--- src/rtl/mux_rr_nx1_if.sv ---
// mux_rr_nx1_if: channel-side and output-side handshake bundle for mux_rr_nx1.
//   din / din_valid / din_ready     : N request channels, channel i at din[i*W +: W]
//   dout / dout_sel / dout_valid    : registered output word and its source channel
//   dout_ready                      : downstream accept
// Modports:
//   slave  - the multiplexer's view (serves the channels, drives the output)
//   master - the environment's view (drives requests, consumes the output)
interface mux_rr_nx1_if #(
  parameter int unsigned N  = 4,
  parameter int unsigned W  = 8,
  parameter int unsigned SW = $clog2(N)
);
  logic [N*W-1:0] din;
  logic [N-1:0]   din_valid;
  logic [N-1:0]   din_ready;
  logic [W-1:0]   dout;
  logic [SW-1:0]  dout_sel;
  logic           dout_valid;
  logic           dout_ready;

  modport slave (
    input  din, din_valid, dout_ready,
    output din_ready, dout, dout_sel, dout_valid
  );

  modport master (
    output din, din_valid, dout_ready,
    input  din_ready, dout, dout_sel, dout_valid
  );
endinterface

--- src/rtl/mux_rr_nx1.sv ---
// mux_rr_nx1: N-input, W-bit registered multiplexer with round-robin arbitration.
// Requesting channels are searched starting after the last granted index; the winner's word is
// loaded into the output register together with its channel index. One word per cycle.
// Ports:
//   clk      : clock, rising edge
//   rst      : synchronous active-high reset
//   bus      : mux_rr_nx1_if.slave (din, din_valid, din_ready, dout, dout_sel, dout_valid,
//              dout_ready); interface must be built with the same N and W
//   xfer_cnt : 16-bit count of completed output transfers, wraps; present only when the
//              macro MUX_RR_CNT_EN is defined
module mux_rr_nx1 #(
  parameter int unsigned N = 4,
  parameter int unsigned W = 8
) (
  input  logic               clk,
  input  logic               rst,
  mux_rr_nx1_if.slave        bus
`ifdef MUX_RR_CNT_EN
  ,
  output logic [15:0]        xfer_cnt
`endif
);

  localparam int unsigned SW = $clog2(N);

  logic [W-1:0]  dout_q,  dout_d;
  logic [SW-1:0] sel_q,   sel_d;
  logic          valid_q, valid_d;
  logic [SW-1:0] ptr_q,   ptr_d;

  logic          ld;
  logic          gnt_found;
  logic [SW-1:0] gnt_idx;
  logic [SW-1:0] cand;
  logic [W-1:0]  gnt_data;
  logic [W-1:0]  din_arr [N];
  logic [N-1:0]  din_ready;

  // Output register can take a new word when empty or being drained this cycle.
  assign ld = !valid_q || bus.dout_ready;

  always_comb begin
    for (int i = 0; i < N; i++) begin
      din_arr[i] = bus.din[i*W +: W];
    end
  end

  // Search ptr+1, ptr+2, ... wrapping modulo N and ending at ptr; first requester wins.
  always_comb begin
    gnt_found = 1'b0;
    gnt_idx   = '0;
    gnt_data  = '0;
    cand      = '0;
    for (int unsigned k = 1; k <= N; k++) begin
      cand = SW'((32'(ptr_q) + k) % N);
      if (!gnt_found && bus.din_valid[cand]) begin
        gnt_found = 1'b1;
        gnt_idx   = cand;
        gnt_data  = din_arr[cand];
      end
    end
  end

  // Grant is suppressed while reset is asserted so no channel sees an accept it loses.
  always_comb begin
    din_ready = '0;
    if (!rst && ld && gnt_found) begin
      din_ready[gnt_idx] = 1'b1;
    end
  end

  always_comb begin
    dout_d  = dout_q;
    sel_d   = sel_q;
    valid_d = valid_q;
    ptr_d   = ptr_q;
    if (ld) begin
      if (gnt_found) begin
        dout_d  = gnt_data;
        sel_d   = gnt_idx;
        valid_d = 1'b1;
        ptr_d   = gnt_idx;
      end else begin
        valid_d = 1'b0;
      end
    end
  end

  always_ff @(posedge clk) begin
    if (rst) begin
      dout_q  <= '0;
      sel_q   <= '0;
      valid_q <= 1'b0;
      ptr_q   <= SW'(N - 1);  // channel 0 has priority after reset
    end else begin
      dout_q  <= dout_d;
      sel_q   <= sel_d;
      valid_q <= valid_d;
      ptr_q   <= ptr_d;
    end
  end

  assign bus.din_ready  = din_ready;
  assign bus.dout       = dout_q;
  assign bus.dout_sel   = sel_q;
  assign bus.dout_valid = valid_q;

`ifdef MUX_RR_CNT_EN
  logic [15:0] cnt_q;

  always_ff @(posedge clk) begin
    if (rst) begin
      cnt_q <= '0;
    end else if (valid_q && bus.dout_ready) begin
      cnt_q <= cnt_q + 16'd1;
    end
  end

  assign xfer_cnt = cnt_q;
`endif

endmodule

--- src/flat_wrapper.sv ---
// flat-port wrapper written by rule: the top's interface ports become plain ports
module mux_rr_nx1_flat 
#(
  parameter int unsigned N = 4,
  parameter int unsigned W = 8
)
  (clk, rst, bus_din, bus_din_valid, bus_dout_ready, bus_din_ready, bus_dout, bus_dout_sel, bus_dout_valid);
  mux_rr_nx1_if #(.N(N), .W(W)) bus_i ();
  input  logic clk;
  input  logic rst;
  input wire logic [$bits(bus_i.din)-1:0] bus_din;
  input wire logic [$bits(bus_i.din_valid)-1:0] bus_din_valid;
  input wire logic [$bits(bus_i.dout_ready)-1:0] bus_dout_ready;
  output wire logic [$bits(bus_i.din_ready)-1:0] bus_din_ready;
  output wire logic [$bits(bus_i.dout)-1:0] bus_dout;
  output wire logic [$bits(bus_i.dout_sel)-1:0] bus_dout_sel;
  output wire logic [$bits(bus_i.dout_valid)-1:0] bus_dout_valid;
  assign bus_i.din = bus_din;
  assign bus_i.din_valid = bus_din_valid;
  assign bus_i.dout_ready = bus_dout_ready;
  assign bus_din_ready = bus_i.din_ready;
  assign bus_dout = bus_i.dout;
  assign bus_dout_sel = bus_i.dout_sel;
  assign bus_dout_valid = bus_i.dout_valid;
  mux_rr_nx1 #(.N(N), .W(W)) u_core (.clk(clk), .rst(rst), .bus(bus_i));
endmodule
--- config.mk ---
export PLATFORM = sky130hd
export DESIGN_NAME = mux_rr_nx1_flat
export DESIGN_NICKNAME = d
export VERILOG_FILES = /design/src/rtl/mux_rr_nx1_if.sv /design/src/rtl/mux_rr_nx1.sv /design/src/flat_wrapper.sv
export SDC_FILE = /design/constraint.sdc
export NUM_CORES = 1
export LEC_CHECK = 0
export ABC_AREA = 1
export ABC_CLOCK_PERIOD_IN_PS = 2400
export CAP_MARGIN = 20
export CORE_ASPECT_RATIO = 0.9
export CORE_MARGIN = 2
export CORE_UTILIZATION = 49
export CTS_BUF_LIST = sky130_fd_sc_hd__clkbuf_16
export DETAILED_ROUTE_END_ITERATION = 8
export PLACE_DENSITY_LB_ADDON = 0.1
export RECOVER_POWER = 25
export SLEW_MARGIN = 20
export SYNTH_ARGS = -nofsm -noshare
export SYNTH_HDL_FRONTEND = slang
export SYNTH_SLANG_ARGS = --single-unit
--- constraint.sdc ---
create_clock -name clk -period 2.4 [get_ports clk]
set_input_delay 0.48 -clock clk [delete_from_list [all_inputs] [get_ports clk]]
set_output_delay 0.48 -clock clk [all_outputs]
set_load 0.05 [all_outputs]
==> summary.md, run 1 <==
| Metric | Value |
|---|---|
| GRT Total Usage | 26.0% |
| Syn Std Cell Area | 1890 um2 |
| RSZ-0062 raised after global routing | true |
| Count of different cell masters after synthesis | 24 |
| Synth warn | 0 |
| Syn_area_per_cell | 5.07 um2 |
| Rows | 21 |
| Routability Congestion | 0.873 |
| Skew-Pair Late Insertion Delay | 0.25 ns |
| Met1 usage | 28.0% |
| Synth Instances | 373 |
| Vias in the first global route | 2279 |
| Crit end category | primary output |
| Crit-path max FO | 5 |
| Met2 usage | 51.4% |
| Final HPWL DP | 4080 um |
| WS Path Type | register to primary output |
| DIE WIDTH | 69.5 um |
| Drt via density | 5.03 |
| IO Pins | 54 |
| Most used routing layer | met2 |
| CTS Hold Bufs | 0 |
| Max-cap violations | 0 |
| Failing checks | negative setup slack |
| Wirelength, routed | 5730 um |
| Final Cycle Share | 104% |
| Worst VDD drop | 0.514 mV |
| Syn_nets | 412 |
| TritonCTS Sinks | 13 |
| Final setup violation count | 2 |
| Filler instances | 307 |
| CTS tree | built |
| Remaining DRCs | 0 |
| Tmin final | 2.50 ns |
| Post-route ant nets | 0 |
| Area Overhead vs Synth | 48.6% |
| DRT Pass-1 Iters | 4 |
| Vias | 2424 |
| Fin. Hold Viols | 0 |
| Initial antenna violation count | 0 |
| Pin count of the biggest net entering global routing | 41 |
| Status | finished, violations left |
| Initial Utilization | 51.0% |
| Worst slew pin tran | 0.521 ns |
| Clock Skew | 0.00328 ns |
| Post-layout nets | 476 |
| Slew headroom | 65.2% |
| Met3 Usage GRT | 4.19% |
| FF+latch count, synth | 13 |
| PwrDens | 1420 nW/um2 |
| Pre-CTS setup slack | -0.273 ns |
| First-pass GRT wire length | 9510 um |
| Detailed Route Iter0 Violations | 126 |
| Maximum root-to-sink buffer count | 2 |
| Worst EP arrival | 2.02 ns |
| DIE AREA | 4370 um2 |
| Startpoint Class | register |
| Sequential share of the synthesized area | 13.8% |
| Core ar. | 3700 um2 |
| Final Max Slew Viols | 0 |
| CP required | 1.92 ns |
| Total grt overflow | 0 |
| # port buffers | 53 |
| Routed length per placed instance | 11.9 um |
| Worst hold path class | register to register |
| FMAX | 0.400 GHz |
| Layout cell share with drive strength beyond 1 | 20.9% |
| Antenna diodes | 0 |
| Die Height | 62.9 um |
| Power Total | 0.00398 W |
| Leak Pwr | 1.49 nW |
| # H-tree levels | 1 |
| Reg clk slew, reported paths | 0.05 ns |
| Num CTS Buffers | 3 |
| Clk root buf | clkbuf_16 |
| Post-route setup slack | -0.102 ns |
-- sequential cells by signal, indices dropped and copies added (netlist names) --
name,cells
u_core.bus.dout,8
u_core.bus.dout_sel,2
u_core.bus.dout_valid,1
u_core.ptr_q,2
-- layout make-up --
type                            instances  area (um2)  area share [%]
Timing Repair Buffer                   80         783            27.9
Tap cell                               46        57.6            2.05
Clock buffer                            3        75.1            2.67
Multi-Input combinational cell        309        1500            53.4
Inverter                               30         120            4.28
Sequential cell                        13         268            9.54
Clock inverter                          1        5.00           0.178
-- routing by layer --
| layer | vias to the layer above | share of wire, % | wire length (um) |
|---|---|---|---|
| li1 | 1283 | - | - |
| met1 | 1064 | 40 | 2270 |
| met2 | 63 | 54 | 3110 |
| met3 | 14 | 3.8 | 220 |
| met4 | 0 | 2.2 | 125 |
| met5 | - | 0 | 0 |
-- where the power goes --
part	switching, W	total, W	internal, W
clock	0.000108	0.000331	0.000223
combinational	0.00202	0.00330	0.00127
sequential	0.0000598	0.000356	0.000296
total	0.00219	0.00398	0.00179
-- critical path, stage by stage, from the launching register on --
cell     delay (ns)
dfxtp_4        0.36
buf_4          0.15
nand2_2        0.09
nand2_4        0.06
nand2_2        0.09
nand2_4        0.08
nor2_4         0.16
nand3_4        0.10
nand2_2        0.09
nand4_1        0.20
nor2_2         0.22
buf_12         0.15
-- worst paths after layout --
kind | startpoint | cells after the start | to | slack, ns
min | u_core.bus.dout_sel[0] | 2 | u_core.bus.dout_sel[0] | 0.47
max reg2reg | u_core.ptr_q[0] | 11 | u_core.bus.dout[4] | 0.61
max | u_core.ptr_q[0] | 11 | bus_din_ready[1] | -0.10
min reg2reg | u_core.bus.dout_sel[0] | 2 | u_core.bus.dout_sel[0] | 0.47
-- Yosys cell counts, drive strengths merged --
| master | count | area share [%] |
|---|---|---|
| nand4 | 1 | 0.33 |
| nand2 | 203 | 42 |
| o21a | 1 | 0.40 |
| buf | 14 | 4.6 |
| inv | 30 | 6.0 |
| clkbuf | 7 | 1.4 |
| dfxtp | 13 | 14 |
| a21oi | 20 | 6.9 |
| nor2 | 26 | 5.7 |
| nand3 | 27 | 9.9 |
| o21ai | 31 | 9.2 |
-- cells in the final DEF, fill, tap and decap left out, types with 2 or more instances in the layout --
cell type	instances
nand3_2	13
nand3_1	13
a21oi_1	11
inv_1	26
buf_12	3
buf_6	6
inv_2	2
nand2_4	7
o21ai_0	27
dfxtp_4	2
clkdlybuf4s50_1	45
dfxtp_1	11
clkbuf_16	3
nand2_2	10
buf_4	21
nand2_1	186
dlygate4sd2_1	2
a21oi_2	9
o21ai_4	2
nor2_1	20
nor2_2	5
-- per-stage QoR --
step | hold slack (ns) | setup TNS (ns) | std cells | cell area [um2] | util [%]
floorplan | 0.677 | -0.154 | 373 | 1890 | -
global placement | 0.465 | -0.753 | 471 | 2530 | 68.4
detailed placement | 0.468 | -0.961 | 471 | 2530 | 68.4
CTS | 0.474 | 0 | 476 | 2670 | 71.9
global route | 0.492 | -0.606 | 482 | 2810 | 75.8
finish | 0.471 | -0.184 | 482 | 2810 | 75.8
-- cell families (layout without fill, tap and decap cells) --
logic type	Yosys count	count (layout)	synth area share, %
AND/OR/NAND/NOR	257	257	57.7
AO/OA/AOI/OAI	52	52	16.5
buffers and inverters	51	114	12.0
flip-flops	13	13	13.8
-- timing repair --
item                                    CTS  global route
endpoints found under the setup margin    4             4
buffers inserted                          1             6
resized for setup                        22            30
pin swaps                                 8            15
Note: power is estimated with default switching activity, not from simulation.
==> run 2, diff against run 1 <==
--- a/config.mk
+++ b/config.mk
@@ -12,9 +12,11 @@
 export CORE_MARGIN = 2
 export CORE_UTILIZATION = 49
 export CTS_BUF_LIST = sky130_fd_sc_hd__clkbuf_16
+export CTS_CLUSTER_DIAMETER = 30
 export DETAILED_ROUTE_END_ITERATION = 8
 export PLACE_DENSITY_LB_ADDON = 0.1
 export RECOVER_POWER = 25
+export SETUP_SLACK_MARGIN = 0.4
 export SLEW_MARGIN = 20
 export SYNTH_ARGS = -nofsm -noshare
 export SYNTH_HDL_FRONTEND = slang
==> run 2 against run 1 <==
The run still ends with negative setup slack left. Via count rose by 5.4%. Largest power group unchanged. Clock skew barely moved. Combinational power rose by 12%. Critical endpoint is now bus_din_ready[3]. Clock-buffer cell count did not move. Largest cell class unchanged. Register-to-register slack got worse by 0.23 ns. Maximum frequency fell by 2.8%. Sequential cell count did not move.
==> summary.md, run 2 (synthesis results as in run 1) <==
| Metric | Value |
|---|---|
| Status | finished, violations left |
| Failing checks | negative setup slack |
| PwrDens | 1470 nW/um2 |
| Critical Path Most Common Cell | nand2_2 |
| Logic pwr share | 84.3% |
| Final core occ | 80.6% |
| Clk root buf | clkbuf_16 |
| DIE AREA | 4370 um2 |
| Wirelength, routed | 6620 um |
| First-pass GRT wire length | 10200 um |
| Pin count of the biggest net entering global routing | 41 |
| Final Cycle Share | 107% |
| Hold slack | 0.480 ns |
| Cell at the slowest stage of the critical path | dfxtp_4 |
| CP Cell Sequence | clkinv_8 > buf_6 > nand2_2 > nand3_1 > nand2_2 > nor2_4 > nand3_2 > nand2_2 > inv_4 > nand4_1 > nor2_4 > buf_12 |
| Rows | 21 |
| Post-route ant nets | 0 |
| Most frequent cells in the layout | 179 x nand2_1, 45 x clkdlybuf4s50_1, 27 x o21ai_0 |
| Post-layout nets | 480 |
| RSZ-0062 raised after global routing | true |
| Final HPWL DP | 4130 um |
| Antenna diodes | 0 |
| Initial Utilization | 51.0% |
| Routed length per placed instance | 13.6 um |
| Tmin final | 2.57 ns |
| Vias | 2554 |
| Switch share | 54.9% |
| Max FFs per register | 8 |
| Post-route setup slack | -0.174 ns |
| FMAX | 0.388 GHz |
| Drt via density | 5.26 |
| Max-cap violations | 0 |
| Vias in the first global route | 2362 |
| Int Pwr | 0.00198 W |
| CTS Hold Bufs | 0 |
| Area Overhead vs Synth | 58.1% |
| Remaining DRCs | 0 |
| Worst VDD drop | 0.641 mV |
| CTS tree | built |
| Crit end category | primary output |
| Switch Pwr | 0.00242 W |
| Clock network fraction of total power | 7.3% |
| GRT Total Usage | 28.1% |
| Clock Skew | 0.00312 ns |
| Num CTS Buffers | 3 |
| Startpoint Class | register |
| Total grt overflow | 0 |
| Routability Congestion | 0.869 |
| Worst EP arrival | 2.09 ns |
| Leak Pwr | 1.55 nW |
| # port buffers | 53 |
| Worst slew pin tran | 0.530 ns |
| TritonCTS Sinks | 13 |
| Filler instances | 274 |
| Seq pwr share | 8.3% |
| Maximum root-to-sink buffer count | 2 |
| Layout cell share with drive strength beyond 1 | 24.8% |
| # H-tree levels | 1 |
| Slew headroom | 64.5% |
| Reg clk slew, reported paths | 0.05 ns |
| Design area | 2990 um2 |
| Largest stage delay on the critical path | 0.40 ns |
| Initial antenna violation count | 0 |
| Dpl cell area | 2620 um2 |
| Worst hold path class | register to register |
| Cell family with most CP delay | simple AND/OR/NAND/NOR gates |
| Skew-Pair Late Insertion Delay | 0.25 ns |
| Final Max Slew Viols | 0 |
| DRT Pass-1 Iters | 4 |
| DIE WIDTH | 69.5 um |
| Crit-path max FO | 7 |
| CP required | 1.92 ns |
| WS Path Type | register to primary output |
| Commonest non-fill, non-tap cell in the layout | nand2_1 |
| Core ar. | 3700 um2 |
| Fin. Hold Viols | 0 |
| Detailed Route Iter0 Violations | 169 |
| Buffers plus inverters on the worst setup path | 4 |
| Die Height | 62.9 um |
| IO Pins | 54 |
| Final setup violation count | 4 |
run 2: layout make-up:
type,count,area [um2],area share (%)
Clock inverter,1,5.00,0.168
Tap cell,46,57.6,1.93
Timing Repair Buffer,84,861,28.8
Clock buffer,3,75.1,2.51
Multi-Input combinational cell,309,1590,53.2
Inverter,30,130,4.36
Sequential cell,13,268,8.97
run 2: power groups by stage:
stage               logic, W  registers (W)  clock network (W)
floorplan            0.00213       0.000515                  0
global placement     0.00297       0.000346                  0
detailed placement   0.00303       0.000351                  0
CTS                  0.00335       0.000357           0.000322
global route         0.00402       0.000373           0.000334
finish               0.00371       0.000367           0.000322
run 2: timing repair:
action                                 4_1_cts  5_1_grt
pin swaps                                    9       10
endpoints found under the hold margin        0        0
gates cloned                                 1        0
setup buffers                                3        7
gates resized for setup                     36       20
setup endpoints to repair                    5        4
run 2: final timing paths:
check	startpoint	end	slack [ns]	cells after the start
min reg2reg	u_core.bus.dout[5]	u_core.bus.dout[5]	0.48	2
max reg2reg	u_core.ptr_q[0]	u_core.bus.dout_sel[1]	0.38	12
min	u_core.bus.dout[5]	u_core.bus.dout[5]	0.48	2
max	u_core.ptr_q[0]	bus_din_ready[3]	-0.17	12
run 2: metrics by stage:
step	setup WS [ns]	std cells	TNS, ns	power, W
after global placement	-0.348	471	-1.26	0.00332
after detailed placement	-0.351	471	-1.32	0.00338
after global routing	-0.246	486	-0.756	0.00473
after CTS	-0.0224	479	-0.0442	0.00403
final	-0.174	486	-0.490	0.00440
after floorplan	0.221	373	0	0.00265
run 2: layer usage:
| metal | wire (um) | global-route usage [%] |
|---|---|---|
| met2 | 3560 | 56.3 |
| met4 | 199 | 7.60 |
| met1 | 2610 | 29.8 |
| met5 | 0 | 0 |
| met3 | 253 | 4.84 |
run 2: worst register-to-register path, delay by kind of cell, from the launching register on:
| kind | cells | cell delay, ns |
|---|---|---|
| AO/OA/AOI/OAI | 1 | 0.25 |
| buffers and inverters | 4 | 0.46 |
| AND/OR/NAND/NOR | 7 | 0.79 |
| flip-flops | 1 | 0.40 |
